===== src/rtl/sr_arb_pkg.sv =====
// ---------------------------------------------------------------------------
// sr_arb_pkg
// Shared definitions for the SR flag arbiter slice: operation encoding,
// default sizing constants and the priority-pointer type for the default
// requester count.
// ---------------------------------------------------------------------------
package sr_arb_pkg;

    // Requester operation encoding carried on each op bit
    typedef enum logic {
        OP_RESET = 1'b0,
        OP_SET   = 1'b1
    } op_e;

    // Default number of requesters and conflict-counter width
    localparam int NREQ_DEFAULT = 4;
    localparam int CW_DEFAULT   = 8;

    // Round-robin priority pointer for the default requester count
    typedef logic [$clog2(NREQ_DEFAULT)-1:0] ptr_t;

endpackage


===== src/rtl/sr_cell.sv =====
// ---------------------------------------------------------------------------
// sr_cell
// Single SR flag storage cell. Set wins to 1, reset clears to 0, neither
// holds. Driving both at once is illegal and is caught by an assertion.
//
// Ports:
//   clk  - rising-edge clock
//   rst  - asynchronous active-high reset, clears q
//   s    - set drive
//   r    - reset drive
//   q    - stored flag
//   qbar - inverse of q, valid at all times including reset
// ---------------------------------------------------------------------------
module sr_cell
    import sr_arb_pkg::*;
(
    input  logic clk,
    input  logic rst,
    input  logic s,
    input  logic r,
    output logic q,
    output logic qbar
);

    logic r_q;

    // Flag storage; the arbiter guarantees s and r are never both high
    always_ff @(posedge clk or posedge rst) begin
        if (rst) begin
            r_q <= 1'b0;
        end else if (s) begin
            r_q <= 1'b1;
        end else if (r) begin
            r_q <= 1'b0;
        end
    end

    assign q    = r_q;
    assign qbar = ~r_q;

    // Simultaneous set and reset must never reach the cell
    a_no_sr_both: assert property (@(posedge clk) disable iff (rst) !(s && r));

endmodule


===== src/rtl/sr_flag_arbiter.sv =====
// ---------------------------------------------------------------------------
// sr_flag_arbiter
// Round-robin arbiter sharing one SR flag cell between NREQ requesters.
// Each cycle one requester wins; its op becomes a registered set or reset
// pulse into the cell, so the flag follows two edges after the request.
//
// Parameters:
//   NREQ - number of requesters (>= 2)
//   CW   - width of the saturating conflict counter
// Ports:
//   clk          - rising-edge clock
//   rst          - asynchronous active-high reset
//   req          - per-requester request, sampled every edge
//   op           - per-requester op, 1 = set, 0 = reset
//   gnt          - registered one-hot grant, one cycle per win
//   s_out        - registered set drive into the flag cell
//   r_out        - registered reset drive into the flag cell
//   q            - flag value
//   qbar         - inverse flag value
//   conflict_cnt - saturating count of cycles with two or more requests
// ---------------------------------------------------------------------------
module sr_flag_arbiter
    import sr_arb_pkg::*;
#(
    parameter int NREQ = NREQ_DEFAULT,
    parameter int CW   = CW_DEFAULT
) (
    input  logic            clk,
    input  logic            rst,
    input  logic [NREQ-1:0] req,
    input  logic [NREQ-1:0] op,
    output logic [NREQ-1:0] gnt,
    output logic            s_out,
    output logic            r_out,
    output logic            q,
    output logic            qbar,
    output logic [CW-1:0]   conflict_cnt
);

    localparam int PW = (NREQ > 1) ? $clog2(NREQ) : 1;

    logic [PW-1:0]   r_ptr;
    logic [NREQ-1:0] r_gnt;
    logic            r_s_out;
    logic            r_r_out;
    logic [CW-1:0]   r_cnt;

    logic [PW-1:0]   w_winner;
    logic [PW-1:0]   w_ptr_next;
    logic            w_found;
    logic            w_multi;
    int              w_idx;

    // Search requesters starting at the pointer and wrapping; the first
    // active request in that order wins
    always_comb begin
        w_found  = 1'b0;
        w_winner = '0;
        w_idx    = 0;
        for (int i = 0; i < NREQ; i++) begin
            w_idx = int'(r_ptr) + i;
            if (w_idx >= NREQ) begin
                w_idx = w_idx - NREQ;
            end
            if (!w_found && req[PW'(w_idx)]) begin
                w_found  = 1'b1;
                w_winner = PW'(w_idx);
            end
        end
        w_ptr_next = (int'(w_winner) == NREQ - 1) ? '0 : w_winner + 1'b1;
    end

    // Two or more requests: clearing the lowest set bit leaves something
    assign w_multi = |(req & (req - {{(NREQ-1){1'b0}}, 1'b1}));

    // Grant and cell drive registers; the winner moves to lowest priority
    always_ff @(posedge clk or posedge rst) begin
        if (rst) begin
            r_ptr   <= '0;
            r_gnt   <= '0;
            r_s_out <= 1'b0;
            r_r_out <= 1'b0;
        end else if (w_found) begin
            r_ptr   <= w_ptr_next;
            r_gnt   <= {{(NREQ-1){1'b0}}, 1'b1} << w_winner;
            r_s_out <= (op[w_winner] == OP_SET);
            r_r_out <= (op[w_winner] == OP_RESET);
        end else begin
            r_gnt   <= '0;
            r_s_out <= 1'b0;
            r_r_out <= 1'b0;
        end
    end

    // Conflict counter sticks at all-ones instead of wrapping
    always_ff @(posedge clk or posedge rst) begin
        if (rst) begin
            r_cnt <= '0;
        end else if (w_multi && (r_cnt != '1)) begin
            r_cnt <= r_cnt + 1'b1;
        end
    end

    sr_cell u_cell (
        .clk  (clk),
        .rst  (rst),
        .s    (r_s_out),
        .r    (r_r_out),
        .q    (q),
        .qbar (qbar)
    );

    assign gnt          = r_gnt;
    assign s_out        = r_s_out;
    assign r_out        = r_r_out;
    assign conflict_cnt = r_cnt;

endmodule


===== config.mk =====
export PLATFORM = sky130hd
export DESIGN_NAME = sr_flag_arbiter
export DESIGN_NICKNAME = d
export VERILOG_FILES = /design/src/rtl/sr_arb_pkg.sv /design/src/rtl/sr_cell.sv /design/src/rtl/sr_flag_arbiter.sv
export SDC_FILE = /design/constraint.sdc
export NUM_CORES = 1
export LEC_CHECK = 0
export BUFFER_PORTS_ARGS = -buffer_cell sky130_fd_sc_hd__buf_2
export CAP_MARGIN = 20
export CELL_PAD_IN_SITES_DETAIL_PLACEMENT = 1
export CELL_PAD_IN_SITES_GLOBAL_PLACEMENT = 1
export CORE_UTILIZATION = 38
export CTS_BUF_LIST = sky130_fd_sc_hd__clkbuf_16
export DETAILED_ROUTE_END_ITERATION = 10
export GPL_TIMING_DRIVEN = 0
export HOLD_SLACK_MARGIN = 0.03
export PLACE_DENSITY_LB_ADDON = 0.25
export SLEW_MARGIN = 20
export SYNTH_ARGS = -nofsm -noshare
export SYNTH_HDL_FRONTEND = slang
export SYNTH_HIERARCHICAL = 1
export SYNTH_SLANG_ARGS = --single-unit

===== constraint.sdc =====
create_clock -name clk -period 2.45 [get_ports clk]
set_input_delay 0.3675 -clock clk [delete_from_list [all_inputs] [get_ports clk]]
set_output_delay 0.3675 -clock clk [all_outputs]
set_load 0.05 [all_outputs]

==> results.cfg, run 1 <==
[finish]
num_antenna_cells = 0
fill_cells = 263
regArea_um2 = 425
area_growth_pct = 28.4
drive_above_1_share_pct = 36.4
final_nets = 126
multi_input_area_um2 = 428

[synthesis]
yosys.area.top_type_share_pct = 48.3
syn_inst = 80
synthAdderAreaFrac_pct = 8.24
avgSynthCellArea_um2 = 11.0
yosysUniqueCellTypes = 31
ys.flop_type = dfrtp_1
yosysWarnings = 6
yosys-top-cells-area = dfrtp_1 48%, ha_1 7.1%, xnor2_1 5.0%
syn_area_um2 = 881
synth_mux_area_share_pct = 6.68
yosysSeqAreaShare_pct = 48.3
synth_nets = 95
synth-seq-cells = 17
synth_top_family_by_area = simple AND/OR/NAND/NOR gates
synth_xor_area_share_pct = 6.96
synthArstFlopShare_pct = 100
yosys.area.top_type = dfrtp_1
synth-edff-count = 0
synth_compound_area_share_pct = 9.23
synthSimpleGateAreaFrac_pct = 17.5

[cts]
cts_made_buffers = 3
clock-root-buffer = clkbuf_16
clk_pin_slew_ns = 0.05
clk_latency_ns = 0.25
cts.sinks = 17
cts_buffer_depth = 2
postCtsSetupBuffers = 0
cts_tree = done
htree_levels = 1

[setup_path]
cp_slowest_cell = o221ai_1
cp-start-kind = register
r2r-start = r_ptr[0]
worstPathCellList = nor2b_1 -> a21oi_1 -> o221ai_1 -> inv_1 -> ha_1 -> mux2_2
crit_path_max_fanout = 5
max_stage_delay_ns = 0.42
worstPathArrival_ns = 2.03
worstPathRequired_ns = 2.58
path_class = reg -> reg
end_kind = register
worstSetupStartpoint = r_ptr[0]

[global_route]
grt_util_all_layers_pct = 16.2
grt_pass1_wl_mm = 3.02
antenna_found_initial = 0
grt_pass1_vias = 705
grt_overflow = 0
grt_start_max_net_pins = 17

[sta]
finClkSkew_ns = 0.00282
min_period_ns = 1.90
final-max-slew-violation-count = 0
period_share_pct = 77.6
tns_ns = 0
fmaxAchievable_mhz = 526
rsz0062_at_grt = false
setup_viol = 0
hold_ws_ns = 0.446
timing.final.ws_setup_ns = 0.550
finalHoldViolCount = 0
worstMarginPinSlew_ns = 0.594
maxSlewHeadroom_pct = 60.4

[pwr]
p_total_w = 0.00167
peakVddDrop_mv = 0.767
p_leak_nw = 0.566
pwr_density_cell_nw_per_um2 = 1480

[die]
die_x_um = 50.1
coreArea_um2 = 2190
dieArea_um2 = 2510
io_pins = 26
start_util_pct = 40.2
fp-row-count = 17
die_h_um = 50.1

[run]
drv_cap = 0

[placement]
pre_cts_ws_ns = 0.404
port_buffers = 25
hpwl_mm = 1.33
gp_congestion = 0.712

[min_path]
worstHoldPathType = in -> reg
min-delay-start = op[1]

[run_status]
outcome = complete, no violations

[drt]
drt_wl_total_mm = 1.72
num_vias = 667
first_pass_iters = 3
ant_nets = 0
avgRoutedWirePerCell_um = 12.4
drt-initial-drc-count = 5
drc = 0
avgViaCountPerCell = 4.83
-- final cells by class --
class / count / area share [%]
repair buffers: 26 / 11.9
flip-flops and latches: 17 / 37.6
well taps: 28 / 3.10
multi-input cells: 56 / 37.8
clock buffers: 3 / 6.64
clock inverters: 1 / 0.442
inverters: 6 / 1.99
plain buffers: 1 / 0.442
-- registers in the layout (all words and copies together) (netlist names) --
name	flops
s_out	1
u_cell/q	1
gnt	4
r_out	1
r_ptr	2
conflict_cnt	8
-- routing by layer --
layer  global-route usage, %  up-vias  wire (um)
met2                    27.8       15        864
met1                    19.7      321        764
met5                       0        -          0
met3                    1.82        4         63
li1                        -      327          -
met4                    8.57        0         23
-- stage by stage --
step	std cells	utilization (%)	instance area, um2
final	138	51.6	1130
after global placement	133	47.5	1040
after detailed placement	133	47.5	1040
after CTS	138	51.6	1130
after floorplan	80	-	881
after global routing	138	51.6	1130
-- timing repair --
| item | in CTS | in global routing |
|---|---|---|
| resized for setup | 0 | 0 |
| setup endpoints to repair | 0 | 0 |
| hold buffers | 1 | 0 |
| hold endpoints to repair | 1 | 0 |
-- synthesized netlist by cell type (2+ instances only) --
cell and count:
mux2_2 3, xor2_1 2, ha_1 5, nor3_1 2
inv_1 5, and2_1 4, nor2b_1 2, nand2_1 9
xnor2_1 5, nor2_1 6, dfrtp_1 17
-- cells in the final DEF, fill, tap and decap left out, drive strengths merged, types with 2 or more instances in the layout --
| cell type | n |
|---|---|
| mux2 | 4 |
| and2 | 4 |
| clkbuf | 3 |
| nor3 | 2 |
| nand2 | 9 |
| ha | 5 |
| xnor2 | 5 |
| nor2b | 2 |
| dfrtp | 17 |
| and3 | 2 |
| buf | 26 |
| nor2 | 6 |
| xor2 | 2 |
| inv | 6 |
-- worst max-delay path, delay by kind of cell (launching register included) --
kind	cells	cell delay [ns]
and+or+nand+nor	1	0.15
buffers and inverters	1	0.19
DFF	1	0.39
muxes	1	0.26
adders and majority gates	1	0.32
AOI/OAI and AO/OA	2	0.48
-- path summary, 6_finish.rpt --
path	end	slack [ns]	cells past startpoint
setup / recovery	r_ptr[1]	0.55	6
hold / removal	r_out	0.45	3
setup reg to reg	r_ptr[1]	0.55	6
hold reg to reg	u_cell/q	0.46	1
max in group asynchronous	conflict_cnt[7]	1.32	3
min in group asynchronous	u_cell/q	0.50	3
-- logic make-up (layout without fill, tap and decap cells) --
kind of cell,after synthesis,count (layout)
buffers and inverters,7,37
xor gates and xnor gates,7,7
adders and majority gates,6,6
DFF,17,17
and+or+nand+nor,30,30
AOI/OAI and AO/OA,8,8
muxes,5,5
-- power by group --
part	total (W)	switching, W	internal (W)	leakage, nW
Combinational	0.000845	0.000597	0.000248	0.316
Sequential	0.000500	0.0000972	0.000403	0.209
Clock	0.000325	0.000106	0.000218	0.0409
Total	0.00167	0.000801	0.000869	0.566
Power figures use the tool's default switching activity.
==> run 2, diff against run 1 <==
Settings changed: CORE_UTILIZATION 38 to 34.
Clock period 2.45 ns to 1.6 ns, I/O delays scaled along.
==> results.cfg, run 2 (same netlist as run 1, synthesis figures left out) <==
[pwr]
switching_share_pct = 46.9
seqPwrFrac_pct = 28.1
pwr-share-clk_pct = 17.8
pwr-share-comb_pct = 54.2
internal_power_w = 0.00145
peakVddDrop_mv = 1.12
p_switching_w = 0.00128
p_total_w = 0.00274
p_leak_nw = 0.609
pwr_density_cell_nw_per_um2 = 2200

[placement]
hpwl_mm = 1.29
port_buffers = 25
gp_congestion = 0.667
pre_cts_ws_ns = -0.154

[setup_path]
crit_path_max_fanout = 4
cp-start-kind = register
cp_num_cells = 5
max_stage_delay_ns = 0.38
cp_num_buf_inv = 1
r2r_slack_ns = 0.007
reg2reg_to = r_out
critPathTopFamily = compound AO/OA/AOI/OAI gates
end_kind = register
worstPathRequired_ns = 1.77
worstPathArrival_ns = 1.76
r2r-start = r_ptr[0]
worstPathCellList = and2b_2 -> o32a_4 -> buf_6 -> mux2_4 -> o22ai_2
reg2reg_depth = 5
path_class = reg -> reg
cp_slowest_cell = dfrtp_1

[cts]
htree_levels = 1
cts_made_buffers = 3
clock-root-buffer = clkbuf_16
clk_pin_slew_ns = 0.05
clk_latency_ns = 0.24
cts_buffer_depth = 2
cts_tree = done
cts.sinks = 17

[sta]
finClkSkew_ns = 0.00106
hold_ws_ns = 0.321
timing.final.ws_setup_ns = 0.00670
rsz0062_at_grt = true
worstMarginPinSlew_ns = 0.605
min_period_ns = 1.59
maxSlewHeadroom_pct = 59.7
final-max-slew-violation-count = 0
finalHoldViolCount = 0
fmaxAchievable_mhz = 628
period_share_pct = 99.6
setup_viol = 0

[drt]
avgViaCountPerCell = 4.61
first_pass_iters = 6
num_vias = 678
drc = 0
ant_nets = 0
drt_wl_total_mm = 1.91
avgRoutedWirePerCell_um = 13.0
drt-initial-drc-count = 10

[die]
die_x_um = 52.9
fp-row-count = 18
start_util_pct = 35.9
coreArea_um2 = 2450
die_h_um = 52.9
dieArea_um2 = 2800
io_pins = 26

[min_path]
worstHoldPathType = in -> reg
min-delay-start = op[1]
hold-path-endpoint = r_out
hold_path_depth = 3

[run_status]
outcome = complete, no violations

[global_route]
grt_pass1_wl_mm = 3.15
grt_overflow = 0
grt_util_all_layers_pct = 16.2
grt_start_max_net_pins = 17
antenna_found_initial = 0
grt_pass1_vias = 671

[finish]
final_cell_mix = 26 x buf_2, 14 x dfrtp_1, 9 x nand2_1, 6 x buf_4
area_growth_pct = 41.3
largest_reg_flops = 8
final_nets = 133
multi_input_area_um2 = 480
drive_above_1_share_pct = 47.9
fill_cells = 285
regArea_um2 = 429
fin_util_pct = 50.7
layout_commonest_cell = buf_2
num_antenna_cells = 0

[run]
drv_cap = 0
-- run 2: power groups by stage --
| stage | Sequential, W | Clock (W) | Combinational (W) |
|---|---|---|---|
| floorplan | 0.00133 | 0 | 0.000470 |
| global placement | 0.000774 | 0 | 0.00128 |
| detailed placement | 0.000786 | 0 | 0.00131 |
| CTS | 0.000768 | 0.000494 | 0.00143 |
| global route | 0.000803 | 0.000526 | 0.00160 |
| finish | 0.000769 | 0.000486 | 0.00148 |
-- run 2: cell type report --
class                      count  area share [%]
buffer                         1           0.402
clock buffer                   3            6.03
clock inverter                 1           0.302
inverter                       6            1.81
multi-input combinational     56            38.6
sequential                    17            34.5
tap                           30            3.02
timing repair buffer          33            15.4
-- run 2: what timing repair did --
item                                   CTS  global route
gates resized for setup                  4             4
pin swaps                                2             2
setup endpoints to repair                4             4
endpoints found under the hold margin    1             0
hold buffers                             1             0
setup buffers                            4             3
-- run 2: per-stage QoR --
step           instance area (um2)  std cells   TNS, ns
3_3_place_gp                  1060        135    -0.140
5_1_grt                       1240        147    -0.136
3_5_place_dp                  1060        135    -0.212
2_1_floorplan                  896         80    -0.118
4_1_cts                       1200        144  -0.00742
6_report                      1240        147         0
-- run 2: tightest hold or removal path, cell delays in order --
cell     delay [ns]
buf_2          0.08
mux2_4         0.14
o22ai_2        0.06
-- run 2: routing by layer --
metal / track usage (%) / vias up / routed length (um)
met5: 0 / - / 0
met4: 6.58 / 0 / 0
met3: 3.45 / 0 / 61
met2: 24.7 / 19 / 977
met1: 21.9 / 319 / 870
li1: - / 340 / -
-- run 2: worst max path at each step --
stage                     slack, ns            start               to
after floorplan               -0.06  conflict_cnt[0]  conflict_cnt[7]
after global placement         -0.1         r_ptr[0]         r_ptr[1]
after detailed placement      -0.15           req[0]         r_ptr[1]
after CTS                    -0.007         r_ptr[0]            r_out
after global routing          -0.07         r_ptr[0]         r_ptr[1]
final                         0.007         r_ptr[0]            r_out
==> run 3, diff against run 2 <==
Settings changed: SETUP_SLACK_MARGIN set to 0.4.
==> results.cfg, run 3 (same netlist as run 1, synthesis figures left out) <==
[global_route]
antenna_found_initial = 0
grt_util_all_layers_pct = 15.8
grt_overflow = 0
grt_start_max_net_pins = 17
grt_pass1_vias = 654
grt_pass1_wl_mm = 3.00

[cts]
cts_buffer_depth = 2
cts_made_buffers = 3
clk_pin_slew_ns = 0.05
clock-root-buffer = clkbuf_16
cts_tree = done
clk_latency_ns = 0.25
htree_levels = 1
cts.sinks = 17

[setup_path]
max_stage_delay_ns = 0.36
path_class = reg -> reg
end_kind = register
worstPathRequired_ns = 1.73
critPathTopFamily = flip-flops
cp_num_buf_inv = 1
cp_slowest_cell = dfrtp_1
worstPathArrival_ns = 1.74
cp-start-kind = register
worstPathCellList = and2b_2 -> o21ai_1 -> o221ai_2 -> inv_2 -> ha_4 -> mux2_4
crit_path_max_fanout = 3

[finish]
final_nets = 134
layout_commonest_cell = buf_2
final_cell_mix = 22 x buf_2, 9 x dfrtp_2, 8 x dfrtp_1, 7 x nand2_1, 5 x nor2_1
area_growth_pct = 57.1
num_antenna_cells = 0
largest_reg_flops = 8
drive_above_1_share_pct = 65.3

[drt]
drc = 2
drt_wl_total_mm = 2.15
avgViaCountPerCell = 4.84
first_pass_iters = 6
drt-initial-drc-count = 8
avgRoutedWirePerCell_um = 14.5
ant_nets = 0
num_vias = 716

[sta]
finClkSkew_ns = 0.00230
hold_ws_ns = 0.325
worstMarginPinSlew_ns = 0.477
fmaxAchievable_mhz = 622
timing.final.ws_setup_ns = -0.00674
final-max-slew-violation-count = 0
min_period_ns = 1.61
maxSlewHeadroom_pct = 68.1
period_share_pct = 100
setup_viol = 1
finalHoldViolCount = 0
rsz0062_at_grt = true

[placement]
port_buffers = 25
pre_cts_ws_ns = -0.103
gp_congestion = 0.628
hpwl_mm = 1.33

[pwr]
peakVddDrop_mv = 1.35
pwr_density_cell_nw_per_um2 = 2220
p_leak_nw = 0.635

[die]
start_util_pct = 35.9
coreArea_um2 = 2450
io_pins = 26
fp-row-count = 18
dieArea_um2 = 2800
die_x_um = 52.9
die_h_um = 52.9

[run_status]
outcome = finished, violations left
violations = design-rule violations, negative setup slack

[min_path]
worstHoldPathType = in -> reg

[run]
drv_cap = 0
run 3: worst paths after layout:
check                      slack [ns]               to     start  cells after the start
max                            -0.007         r_ptr[1]  r_ptr[0]                      6
min                              0.32            s_out     op[0]                      3
max reg2reg                    -0.007         r_ptr[1]  r_ptr[0]                      6
min reg2reg                      0.44         u_cell/q     r_out                      1
max in group asynchronous        0.82  conflict_cnt[6]       rst                      3
min in group asynchronous        0.40         u_cell/q       rst                      3
run 3: layer usage:
metal | share of wire (%) | up-vias | GRT usage [%]
li1 | - | 342 | -
met1 | 43 | 353 | 18.5
met2 | 53 | 18 | 26.2
met3 | 3.0 | 3 | 3.45
met4 | 1.3 | 0 | 9.21
met5 | 0 | - | 0
run 3: what timing repair did:
item                                   in CTS  in global routing
endpoints found under the hold margin       1                  0
hold buffers                                1                  0
buffers inserted                            7                  1
pin swaps                                   5                  3
setup endpoints to repair                  16                 29
gates resized for setup                     9                 22
run 3: cell type report:
type	count	area, um2
Inverter	6	26.3
Multi-Input combinational cell	56	563
Timing Repair Buffer	34	235
Clock inverter	1	5.00
Clock buffer	3	75.1
Fill cell	269	1070
Tap cell	30	37.5
Buffer	1	5.00
Sequential cell	17	437
run 3: worst register-to-register path, stage by stage (launching register included):
cell and delay [ns]:
dfrtp_1 0.36, and2b_2 0.24, o21ai_1 0.18, o221ai_2 0.15
inv_2 0.12, ha_4 0.20, mux2_4 0.25
run 3: report_power, final:
group,internal (W),total (W),switching [W],leakage [nW]
Combinational,0.000694,0.00176,0.00107,0.396
Sequential,0.000636,0.000797,0.000161,0.198
Clock,0.000335,0.000511,0.000176,0.0409
Total,0.00167,0.00307,0.00140,0.635
run 3: per-stage QoR:
stage | setup TNS [ns] | util [%] | area (um2) | std cells | total power (W)
CTS | 0 | 52.9 | 1300 | 147 | 0.00290
finish | -0.00674 | 56.4 | 1380 | 148 | 0.00307
global route | -0.126 | 56.4 | 1380 | 148 | 0.00326
global placement | -0.0606 | 45.8 | 1120 | 135 | 0.00216
floorplan | 0 | - | 961 | 80 | 0.00189
detailed placement | -0.132 | 45.8 | 1120 | 135 | 0.00220
